## src/rtl/cache_pkg.sv

```systemverilog
// Shared types and constants for the cache miss-handling path.
package cache_pkg;

  localparam int LINE_WORDS  = 2;
  localparam int WORD_BYTES  = 4;
  localparam int WORD_W      = WORD_BYTES * 8;
  localparam int OFFSET_BITS = $clog2(LINE_WORDS * WORD_BYTES);

  typedef enum logic [1:0] {
    IDLE = 2'd0,
    WB   = 2'd1,
    FILL = 2'd2,
    DONE = 2'd3
  } state_e;

  typedef logic [LINE_WORDS-1:0][WORD_W-1:0] line_t;

endpackage

```

## src/rtl/cache_refill_ctrl.sv

```systemverilog
// Cache refill controller: writes back a dirty victim line word by word,
// then fetches the missing line from memory and hands it to the cache with
// a one-cycle refill_valid pulse. Every output is a register.
module cache_refill_ctrl #(
  parameter int DATA_WIDTH = 32,
  parameter int LINE_WORDS = 2,
  parameter int ADDR_WIDTH = 32
) (
  input  logic                             clk,
  input  logic                             rst,
  input  logic                             fetch_req,
  input  logic                             wb_req,
  input  logic [ADDR_WIDTH-1:0]            miss_addr,
  input  logic [ADDR_WIDTH-1:0]            wb_addr,
  input  logic [LINE_WORDS*DATA_WIDTH-1:0] wb_line,
  output logic                             busy,
  output logic                             refill_valid,
  output logic [LINE_WORDS*DATA_WIDTH-1:0] refill_line,
  output logic                             mem_req,
  output logic                             mem_we,
  output logic [ADDR_WIDTH-1:0]            mem_addr,
  output logic [DATA_WIDTH-1:0]            mem_wdata,
  input  logic [DATA_WIDTH-1:0]            mem_rdata,
  input  logic                             mem_ack
);
  import cache_pkg::*;

  localparam int OFF_BITS = $clog2(LINE_WORDS * WORD_BYTES);
  localparam int CNT_W    = (LINE_WORDS > 1) ? $clog2(LINE_WORDS) : 1;
  localparam logic [CNT_W-1:0] LAST = CNT_W'(LINE_WORDS - 1);

  typedef logic [LINE_WORDS-1:0][DATA_WIDTH-1:0] buf_t;

  state_e                state, state_n;
  logic [CNT_W-1:0]      cnt, cnt_n;
  logic                  ack_ok;
  logic                  last_word;

  logic [ADDR_WIDTH-1:0] miss_base, wb_base;
  buf_t                  wb_buf;
  buf_t                  line_buf;
  buf_t                  wb_line_v;

  logic [ADDR_WIDTH-1:0] miss_sel, wb_sel, word_off;
  buf_t                  wbuf_sel;
  logic                  busy_n, refill_valid_n, mem_req_n, mem_we_n;
  logic [ADDR_WIDTH-1:0] mem_addr_n;
  logic [DATA_WIDTH-1:0] mem_wdata_n;

  assign wb_line_v   = wb_line;
  assign refill_line = line_buf;

  // Clear the in-line offset so every burst starts at the line base.
  function automatic logic [ADDR_WIDTH-1:0] line_base(input logic [ADDR_WIDTH-1:0] a);
    return {a[ADDR_WIDTH-1:OFF_BITS], OFF_BITS'(0)};
  endfunction

  // State and word counter registers.
  always_ff @(posedge clk) begin
    if (rst) begin
      state <= IDLE;
      cnt   <= '0;
    end else begin
      state <= state_n;
      cnt   <= cnt_n;
    end
  end

  // Next state: an ack only counts while a request is actually on the bus.
  always_comb begin
    ack_ok    = mem_req && mem_ack && ((state == WB) || (state == FILL));
    last_word = (cnt == LAST);
    state_n   = state;
    cnt_n     = cnt;
    case (state)
      IDLE: begin
        if (fetch_req) begin
          state_n = wb_req ? WB : FILL;
          cnt_n   = '0;
        end
      end
      WB: begin
        if (ack_ok) begin
          if (last_word) begin
            state_n = FILL;
            cnt_n   = '0;
          end else begin
            cnt_n = cnt + CNT_W'(1);
          end
        end
      end
      FILL: begin
        if (ack_ok) begin
          if (last_word) begin
            state_n = DONE;
            cnt_n   = '0;
          end else begin
            cnt_n = cnt + CNT_W'(1);
          end
        end
      end
      DONE: begin
        state_n = IDLE;
        cnt_n   = '0;
      end
      default: begin
        state_n = IDLE;
        cnt_n   = '0;
      end
    endcase
  end

  // Next output values. In IDLE the latched copies are not loaded yet, so the
  // first word of a burst is addressed from the live inputs. The final ack of
  // a state always drops mem_req for one cycle, including WB -> FILL.
  always_comb begin
    miss_sel       = (state == IDLE) ? line_base(miss_addr) : miss_base;
    wb_sel         = (state == IDLE) ? line_base(wb_addr)   : wb_base;
    wbuf_sel       = (state == IDLE) ? wb_line_v            : wb_buf;
    word_off       = ADDR_WIDTH'(cnt_n) << 2;
    mem_req_n      = ((state_n == WB) || (state_n == FILL)) && !(ack_ok && last_word);
    mem_we_n       = (state_n == WB);
    mem_addr_n     = mem_addr;
    mem_wdata_n    = '0;
    busy_n         = (state_n != IDLE);
    refill_valid_n = (state_n == DONE);
    if (state_n == WB) begin
      mem_addr_n  = wb_sel + word_off;
      mem_wdata_n = wbuf_sel[cnt_n];
    end else if (state_n == FILL) begin
      mem_addr_n  = miss_sel + word_off;
    end
  end

  // Registered outputs and the refill line buffer.
  always_ff @(posedge clk) begin
    if (rst) begin
      busy         <= 1'b0;
      refill_valid <= 1'b0;
      mem_req      <= 1'b0;
      mem_we       <= 1'b0;
      mem_addr     <= '0;
      mem_wdata    <= '0;
      line_buf     <= '0;
    end else begin
      busy         <= busy_n;
      refill_valid <= refill_valid_n;
      mem_req      <= mem_req_n;
      mem_we       <= mem_we_n;
      mem_addr     <= mem_addr_n;
      mem_wdata    <= mem_wdata_n;
      if (ack_ok && (state == FILL)) begin
        line_buf[cnt] <= mem_rdata;
      end
    end
  end

  // Request snapshot: addresses and victim data are frozen at acceptance.
  always_ff @(posedge clk) begin
    if ((state == IDLE) && fetch_req) begin
      miss_base <= line_base(miss_addr);
      wb_base   <= line_base(wb_addr);
      wb_buf    <= wb_line_v;
    end
  end

endmodule
```

## config.mk

```make
export PLATFORM = sky130hd
export DESIGN_NAME = cache_refill_ctrl
export DESIGN_NICKNAME = d
export VERILOG_FILES = /design/src/rtl/cache_pkg.sv /design/src/rtl/cache_refill_ctrl.sv
export SDC_FILE = /design/constraint.sdc
export NUM_CORES = 1
export LEC_CHECK = 0
export CAP_MARGIN = 25
export CORE_ASPECT_RATIO = 1.4
export CORE_MARGIN = 2
export CORE_UTILIZATION = 30
export CTS_CLUSTER_SIZE = 16
export DETAILED_ROUTE_END_ITERATION = 16
export PLACE_DENSITY = 0.64
export RECOVER_POWER = 100
export SYNTH_ARGS = -nofsm -noshare
export SYNTH_HDL_FRONTEND = slang
export SYNTH_SLANG_ARGS = --single-unit
```

## constraint.sdc

```tcl
create_clock -name clk -period 4.1 [get_ports clk]
set_clock_uncertainty 0.05 [all_clocks]
set_input_delay 0.82 -clock clk [delete_from_list [all_inputs] [get_ports clk]]
set_output_delay 0.82 -clock clk [all_outputs]
set_load 0.03 [all_outputs]
```

==> impl_metrics.tcl, run 1 <==
set metrics [dict create \
    die_x_um 158 \
    final.min_clock_period_ns 3.38 \
    vdd_ir_drop_max_mv 0.344 \
    slew_viol_final 33 \
    dp_slack_ns 0.407 \
    finalSetupTns_ns 0 \
    setup_ws_ns 0.721 \
    numCtsBuffers 26 \
    drtIter0Drc 403 \
    synth-seq-cells 255 \
    crit_path_start_kind "input port" \
    syn_to_final_growth_pct 41.9 \
    grt_pass1_wl_mm 40.5 \
    start_util_pct 30.5 \
    grt_use_total_pct 15.2 \
    hold_path.class "flip-flop to flip-flop" \
    critPathKind "input port to flip-flop" \
    post_cts_buffers 0 \
    leakage_uw 0.00543 \
    power_frac_seq_pct 46.5 \
    via_per_inst 4.64 \
    cp_max_fo 32 \
    required_ns 4.51 \
    seq_area_frac_synth_pct 63.9 \
    synth.distinct_cells 33 \
    grt_max_degree 49 \
    place_congestion 0.757 \
    htreeDepth 1 \
    intPower_uw 4720 \
    drive_gt1_share_pct 8.15 \
    ant_nets 0 \
    dieHeight_um 219 \
    finalHoldViolCount 0 \
    ios 297 \
    portBuffers 288 \
    crit_slowest_cell "o21ai_0" \
    grt-ovfl-total 0 \
    violations "max-capacitance violations, max-slew violations" \
    root_buffer "clkbuf_16" \
    netSwitchingPower_uw 1540 \
    critPathCaptureType "flip-flop" \
    dr.pass1.iters 4 \
    drt-total-wl_mm 26.9 \
    insertion_delay_ns 0.54 \
    nNetsFinal 1306 \
    cts_tree "built" \
    drc 0 \
    max_stage_delay_ns 0.50 \
    clockBufferDepth 3 \
    p_comb_share_pct 13.4 \
    power_frac_clock_pct 40.0 \
    fillers 3071 \
    cp_top_family "buffers and inverters" \
    crit_chain "clkdlybuf4s50_1 -> and4_1 -> mux2i_1 -> o21ai_0 -> ha_1 -> buf_4 -> nor3b_1 -> buf_4 -> o21ai_0 -> a21o_1 -> o221ai_1" \
    cap_viol_max_count 1 \
    outcome "finished, violations left" \
    path_clk_slew_ns 0.06 \
    fp-row-count 78 \
    p_sw_share_pct 24.6 \
    worstMarginPinSlew_ns 2.00 \
    cts_resized 0 \
    wire_per_inst_um 16.8 \
    syn_area_per_cell_sq_um 11.6 \
    yosysWarnings 0 \
    grt_pass1_vias 7381 \
    power.density_nw_per_um2 446 \
    fmax_mhz 296 \
    dieArea_sq_um 34500 \
    rsz0062_at_grt "false" \
    max-slew-margin-rel_pct -33.3 \
    period_share_pct 82.4 \
    postCtsHoldBufs 0 \
    antenna_found_initial 12 \
    design.core.area_sq_um 32500 \
    syn-cell-area_sq_um 9900 \
    finalSetupViolations 0 \
    crit_arrival_ns 3.79 \
    synth_cells 854 \
    vias 7443 \
    hpwl_mm 18.3 \
    cts_num_sinks 255 \
    path_buf_inv 3 \
]
cells by family (layout without fill, tap and decap cells):
logic type / after synthesis / count (layout) / share of synthesized area [%]
flip-flops: 255 / 255 / 63.9
AO/OA/AOI/OAI: 223 / 223 / 13.4
AND/OR/NAND/NOR: 211 / 211 / 8.55
buffers and inverters: 123 / 422 / 6.11
multiplexers: 34 / 34 / 7.16
adder cells (fa/ha/maj): 7 / 7 / 0.884
other: 1 / 12 / 0.0379
power by group through the flow:
| stage | sequential, uW | combinational (uW) | clock, uW |
|---|---|---|---|
| after detailed placement | 2970 | 916 | 0 |
| after global routing | 2930 | 908 | 2660 |
| after global placement | 2960 | 908 | 0 |
| final | 2910 | 842 | 2510 |
| after floorplan | 3110 | 332 | 0 |
| after CTS | 2920 | 919 | 2580 |
tightest hold or removal path, delay by kind of cell (launching register included):
family           cells  cell delay, ns
flip-flops           1            0.31
AO/OA/AOI/OAI        1            0.05
AND/OR/NAND/NOR      1            0.05
per-layer routing:
layer	track usage, %	wire [um]	share of wire (%)
met1	17.1	10400	39
met2	26.7	13600	51
met3	3.61	1930	7.2
met4	7.42	933	3.5
met5	0	22	0.082
path summary, 6_finish.rpt:
| check | to | slack (ns) | from | cells after the start |
|---|---|---|---|---|
| worst max-delay path | mem_wdata[11]$_SDFF_PP0_ | 0.72 | mem_ack | 11 |
| worst min-delay path | refill_line[50]$_SDFFE_PP0P_ | 0.40 | refill_line[50]$_SDFFE_PP0P_ | 2 |
| worst max register to register | mem_wdata[11]$_SDFF_PP0_ | 0.72 | state[0]$_SDFF_PP0_ | 12 |
| worst min register to register | refill_line[50]$_SDFFE_PP0P_ | 0.40 | refill_line[50]$_SDFFE_PP0P_ | 2 |
area by class of cell:
cell class                      instances  area, sq um  share of cell area, %
Clock inverter                          8         96.3                  0.686
Antenna cell                           10         25.0                  0.178
Timing Repair Buffer                  308         3020                   21.5
Multi-Input combinational cell        477         2970                   21.1
Inverter                               66          248                   1.76
Sequential cell                       255         6330                   45.0
Tap cell                              440          551                   3.92
Clock buffer                           40          817                   5.81
flip-flops by register name (all words and copies together), names as in the netlist:
signal,flops
miss_base,29
state,2
busy,1
mem_wdata,32
mem_we,1
refill_valid,1
wb_buf,64
mem_addr,30
cnt,1
mem_req,1
refill_line,64
wb_base,29
cell usage in the layout, fill, tap and decap left out, types with 3 or more instances in the layout:
| cell type | n |
|---|---|
| dlygate4sd3_1 | 252 |
| nand2_1 | 189 |
| dfxtp_1 | 133 |
| edfxtp_1 | 122 |
| o21ai_0 | 89 |
| inv_1 | 66 |
| a21oi_1 | 65 |
| clkdlybuf4s50_1 | 35 |
| o221ai_1 | 33 |
| a21o_1 | 31 |
| mux4_2 | 29 |
| clkbuf_16 | 29 |
| buf_4 | 13 |
| diode_2 | 10 |
| clkbuf_1 | 10 |
| ha_1 | 7 |
| nor2_1 | 6 |
| clkbuf_8 | 5 |
| mux2i_1 | 3 |
| nor2b_1 | 3 |
| o21ai_1 | 3 |
| clkbuf_2 | 3 |
metrics by stage:
| stage | total power (uW) | hold slack [ns] | std cells | util (%) | instance area, sq um |
|---|---|---|---|---|---|
| finish | 6260 | 0.400 | 1604 | 43.2 | 14100 |
| global route | 6500 | 0.413 | 1603 | 43.2 | 14100 |
| CTS | 6410 | 0.404 | 1594 | 43.3 | 14100 |
| detailed placement | 3890 | 0.396 | 1546 | 40.5 | 13200 |
| global placement | 3870 | 0.391 | 1546 | 40.5 | 13200 |
| floorplan | 3450 | 0.429 | 855 | - | 9910 |
cells in the mapped netlist, drive strengths merged:
cell	instances	area, sq um
nand2	189	709
dfxtp	133	2660
edfxtp	122	3660
o21ai	92	460
inv	66	248
a21oi	65	325
buf	40	294
o221ai	33	289
a21o	31	233
mux4	29	653
clkbuf	17	63.8
nor2	8	30.0
ha	7	87.6
nor2b	4	27.5
and2	3	18.8
mux2i	3	30.0
mux2	2	26.3
a2bb2oi	1	8.76
and3	1	6.26
and3b	1	10.0
and4	1	8.76
conb	1	3.75
nand4	1	6.26
nor3	1	5.00
nor3b	1	18.8
o21bai	1	7.51
or2	1	6.26
Power figures use the tool's default switching activity.
==> run 2, diff against run 1 <==
==> constraint.sdc (replaced) <==
create_clock -name clk -period 2.8 [get_ports clk]
set_clock_uncertainty 0.05 [all_clocks]
set_input_delay 0.56 -clock clk [delete_from_list [all_inputs] [get_ports clk]]
set_output_delay 0.56 -clock clk [all_outputs]
set_load 0.03 [all_outputs]
==> run 2 against run 1 <==
  * The run now ends clean
  * Die area did not move
  * Sequential cell count unchanged
  * Combinational power increased by 53%
  * Final cell count grew 0.62%
  * Global-route usage up 0.084 points
  * Worst setup slack got worse by 0.56 ns
  * Sequential share of layout area decreased by 0.44 points
  * Routed wire length grew 0.66%
  * Clock power increased by 42%
  * Count of clock-buffer cells in the layout shrank 6
  * Core utilization increased by 0.44 points
==> impl_metrics.tcl, run 2 (synthesis gave the netlist of run 1 again) <==
set metrics [dict create \
    outcome "completed" \
    required_ns 3.17 \
    drc 0 \
    start_util_pct 30.5 \
    cp_max_fo 10 \
    grt_pass1_vias 7427 \
    dr.pass1.iters 5 \
    cts_num_sinks 255 \
    finalHoldViolCount 0 \
    ios 297 \
    hpwl_mm 18.7 \
    met2_length_mm 13.8 \
    crit_path_start_kind "flip-flop" \
    root_buffer "clkbuf_16" \
    p_comb_share_pct 14.1 \
    power_frac_clock_pct 39.2 \
    fmax_mhz 378 \
    min_from "rst" \
    fin_cells 1614 \
    slew_viol_final 0 \
    period_share_pct 94.4 \
    antenna_found_initial 9 \
    power_frac_seq_pct 46.7 \
    finalSetupViolations 0 \
    postCtsHoldBufs 0 \
    via_per_inst 4.59 \
    wl_met3_mm 2.07 \
    intPower_uw 6830 \
    hold_path.class "input port to flip-flop" \
    utilization_pct 43.7 \
    crit_arrival_ns 3.01 \
    fp-row-count 78 \
    nNetsFinal 1317 \
    leakage_uw 0.00547 \
    critPathCaptureType "flip-flop" \
    worstMarginPinSlew_ns 1.26 \
    rsz0062_at_grt "false" \
    routed.top_layer "met4" \
    wire_per_inst_um 16.8 \
    htreeDepth 1 \
    reg2reg_from "state[1]$_SDFF_PP0_" \
    die_x_um 158 \
    path_clk_slew_ns 0.07 \
    drt-total-wl_mm 27.1 \
    dieArea_sq_um 34500 \
    r2r_slack_ns 0.16 \
    p_sw_share_pct 25.1 \
    grt-ovfl-total 0 \
    portBuffers 288 \
    whs_endpoint "mem_addr[2]$_SDFFE_PP0P_" \
    drtIter0Drc 369 \
    drive_gt1_share_pct 9.36 \
    vdd_ir_drop_max_mv 0.385 \
    clockBufferDepth 3 \
    critPathKind "flip-flop to flip-flop" \
    wl_met1_mm 10.4 \
    max-slew-margin-rel_pct 16.2 \
    insertion_delay_ns 0.54 \
    place_congestion 0.774 \
    cts_tree "built" \
    cap_viol_max_count 0 \
    netSwitchingPower_uw 2300 \
    grt_max_degree 71 \
    numCtsBuffers 27 \
    reg2regPathDepth 12 \
    final_common_cell "dlygate4sd3_1" \
    setup_ws_ns 0.157 \
    grt_use_total_pct 15.3 \
    dieHeight_um 219 \
    vias 7411 \
    grt_pass1_wl_mm 41.1 \
    dp_slack_ns -0.277 \
    design.core.area_sq_um 32500 \
    total_power_uw 9130 \
    placed_cells_incl_taps 1554 \
    worst_r2r_endpoint "mem_addr[16]$_SDFFE_PP0P_" \
    hold_depth 2 \
    final.min_clock_period_ns 2.64 \
    final_cell_mix "dlygate4sd3_1 (252), nand2_1 (189), dfxtp_1 (132)" \
    syn_to_final_growth_pct 43.3 \
    power.density_nw_per_um2 643 \
    ant_nets 0 \
]
run 2: cell types whose count changed in the layout (fill, tap and decap cells not counted), moves of 3 or more:
| cell | change |
|---|---|
| clkinv_4 | +4 |
| buf_12 | +5 |
| o21ai_0 | -21 |
| clkinvlp_4 | +3 |
| o21ai_1 | +21 |
| clkbuf_8 | -4 |
| buf_4 | +3 |
run 2: area by class of cell:
class	instances	area (sq um)
flip-flops and latches	255	6330
inverters	66	248
multi-input cells	477	2990
well taps	440	551
fillers	3024	18300
clock buffers	34	702
repair buffers	318	3170
diodes	9	22.5
clock inverters	15	180
run 2: power groups by stage:
stage | sequential (uW) | clock (uW) | combinational (uW)
after floorplan | 4560 | 0 | 487
after global placement | 4340 | 0 | 1370
after detailed placement | 4350 | 0 | 1390
after CTS | 4270 | 3700 | 1400
after global routing | 4290 | 3840 | 1390
final | 4270 | 3570 | 1290
run 2: timing repair:
| action | 4_1_cts | 5_1_grt |
|---|---|---|
| gates cloned | 0 | 0 |
| setup buffers | 0 | 2 |
| endpoints found under the setup margin | 5 | 33 |
| pin swaps | 0 | 1 |
| gates resized for setup | 1 | 3 |
run 2: worst max path at each step:
stage	start	cells after the start	end
final	state[1]$_SDFF_PP0_	12	mem_addr[16]$_SDFFE_PP0P_
after floorplan	state[0]$_SDFF_PP0_	11	mem_addr[26]$_SDFFE_PP0P_
after global routing	state[1]$_SDFF_PP0_	12	mem_addr[27]$_SDFFE_PP0P_
after CTS	state[0]$_SDFF_PP0_	11	mem_wdata[1]$_SDFF_PP0_
after detailed placement	mem_ack	10	mem_wdata[31]$_SDFF_PP0_
after global placement	mem_ack	10	mem_wdata[4]$_SDFF_PP0_
run 2: per-layer routing:
layer | up-vias | global-route usage (%)
met2 | 243 | 27.1
met3 | 44 | 4.17
li1 | 3610 | -
met5 | - | 0
met4 | 0 | 6.39
met1 | 3514 | 17.1
run 2: critical path: stages (launching register included):
cell	delay, ns
dfxtp_1	0.39
inv_1	0.08
ha_2	0.34
and4_2	0.25
mux2i_1	0.19
o21ai_1	0.10
ha_2	0.24
buf_4	0.15
buf_4	0.15
buf_12	0.14
mux4_2	0.28
nand2_1	0.07
o21ai_0	0.08
run 2: metrics by stage:
stage	instance area (sq um)	setup TNS (ns)	hold WS, ns
after floorplan	9910	0	0.429
after global placement	13300	-8.91	0.391
after detailed placement	13300	-12.41	0.396
after CTS	14200	0	0.309
after global routing	14200	0	0.326
final	14200	0	0.336
==> run 3, diff against run 2 <==
--- a/config.mk
+++ b/config.mk
@@ -5,12 +5,12 @@
 export SDC_FILE = /design/constraint.sdc
 export NUM_CORES = 1
 export LEC_CHECK = 0
-export CAP_MARGIN = 25
 export CORE_ASPECT_RATIO = 1.4
 export CORE_MARGIN = 2
 export CORE_UTILIZATION = 30
 export CTS_CLUSTER_SIZE = 16
 export DETAILED_ROUTE_END_ITERATION = 16
+export GPL_ROUTABILITY_DRIVEN = 0
 export PLACE_DENSITY = 0.64
 export RECOVER_POWER = 100
 export SYNTH_ARGS = -nofsm -noshare
==> results of run 3 <==
The final DEF is identical to that of run 2; final timing and power are the same.
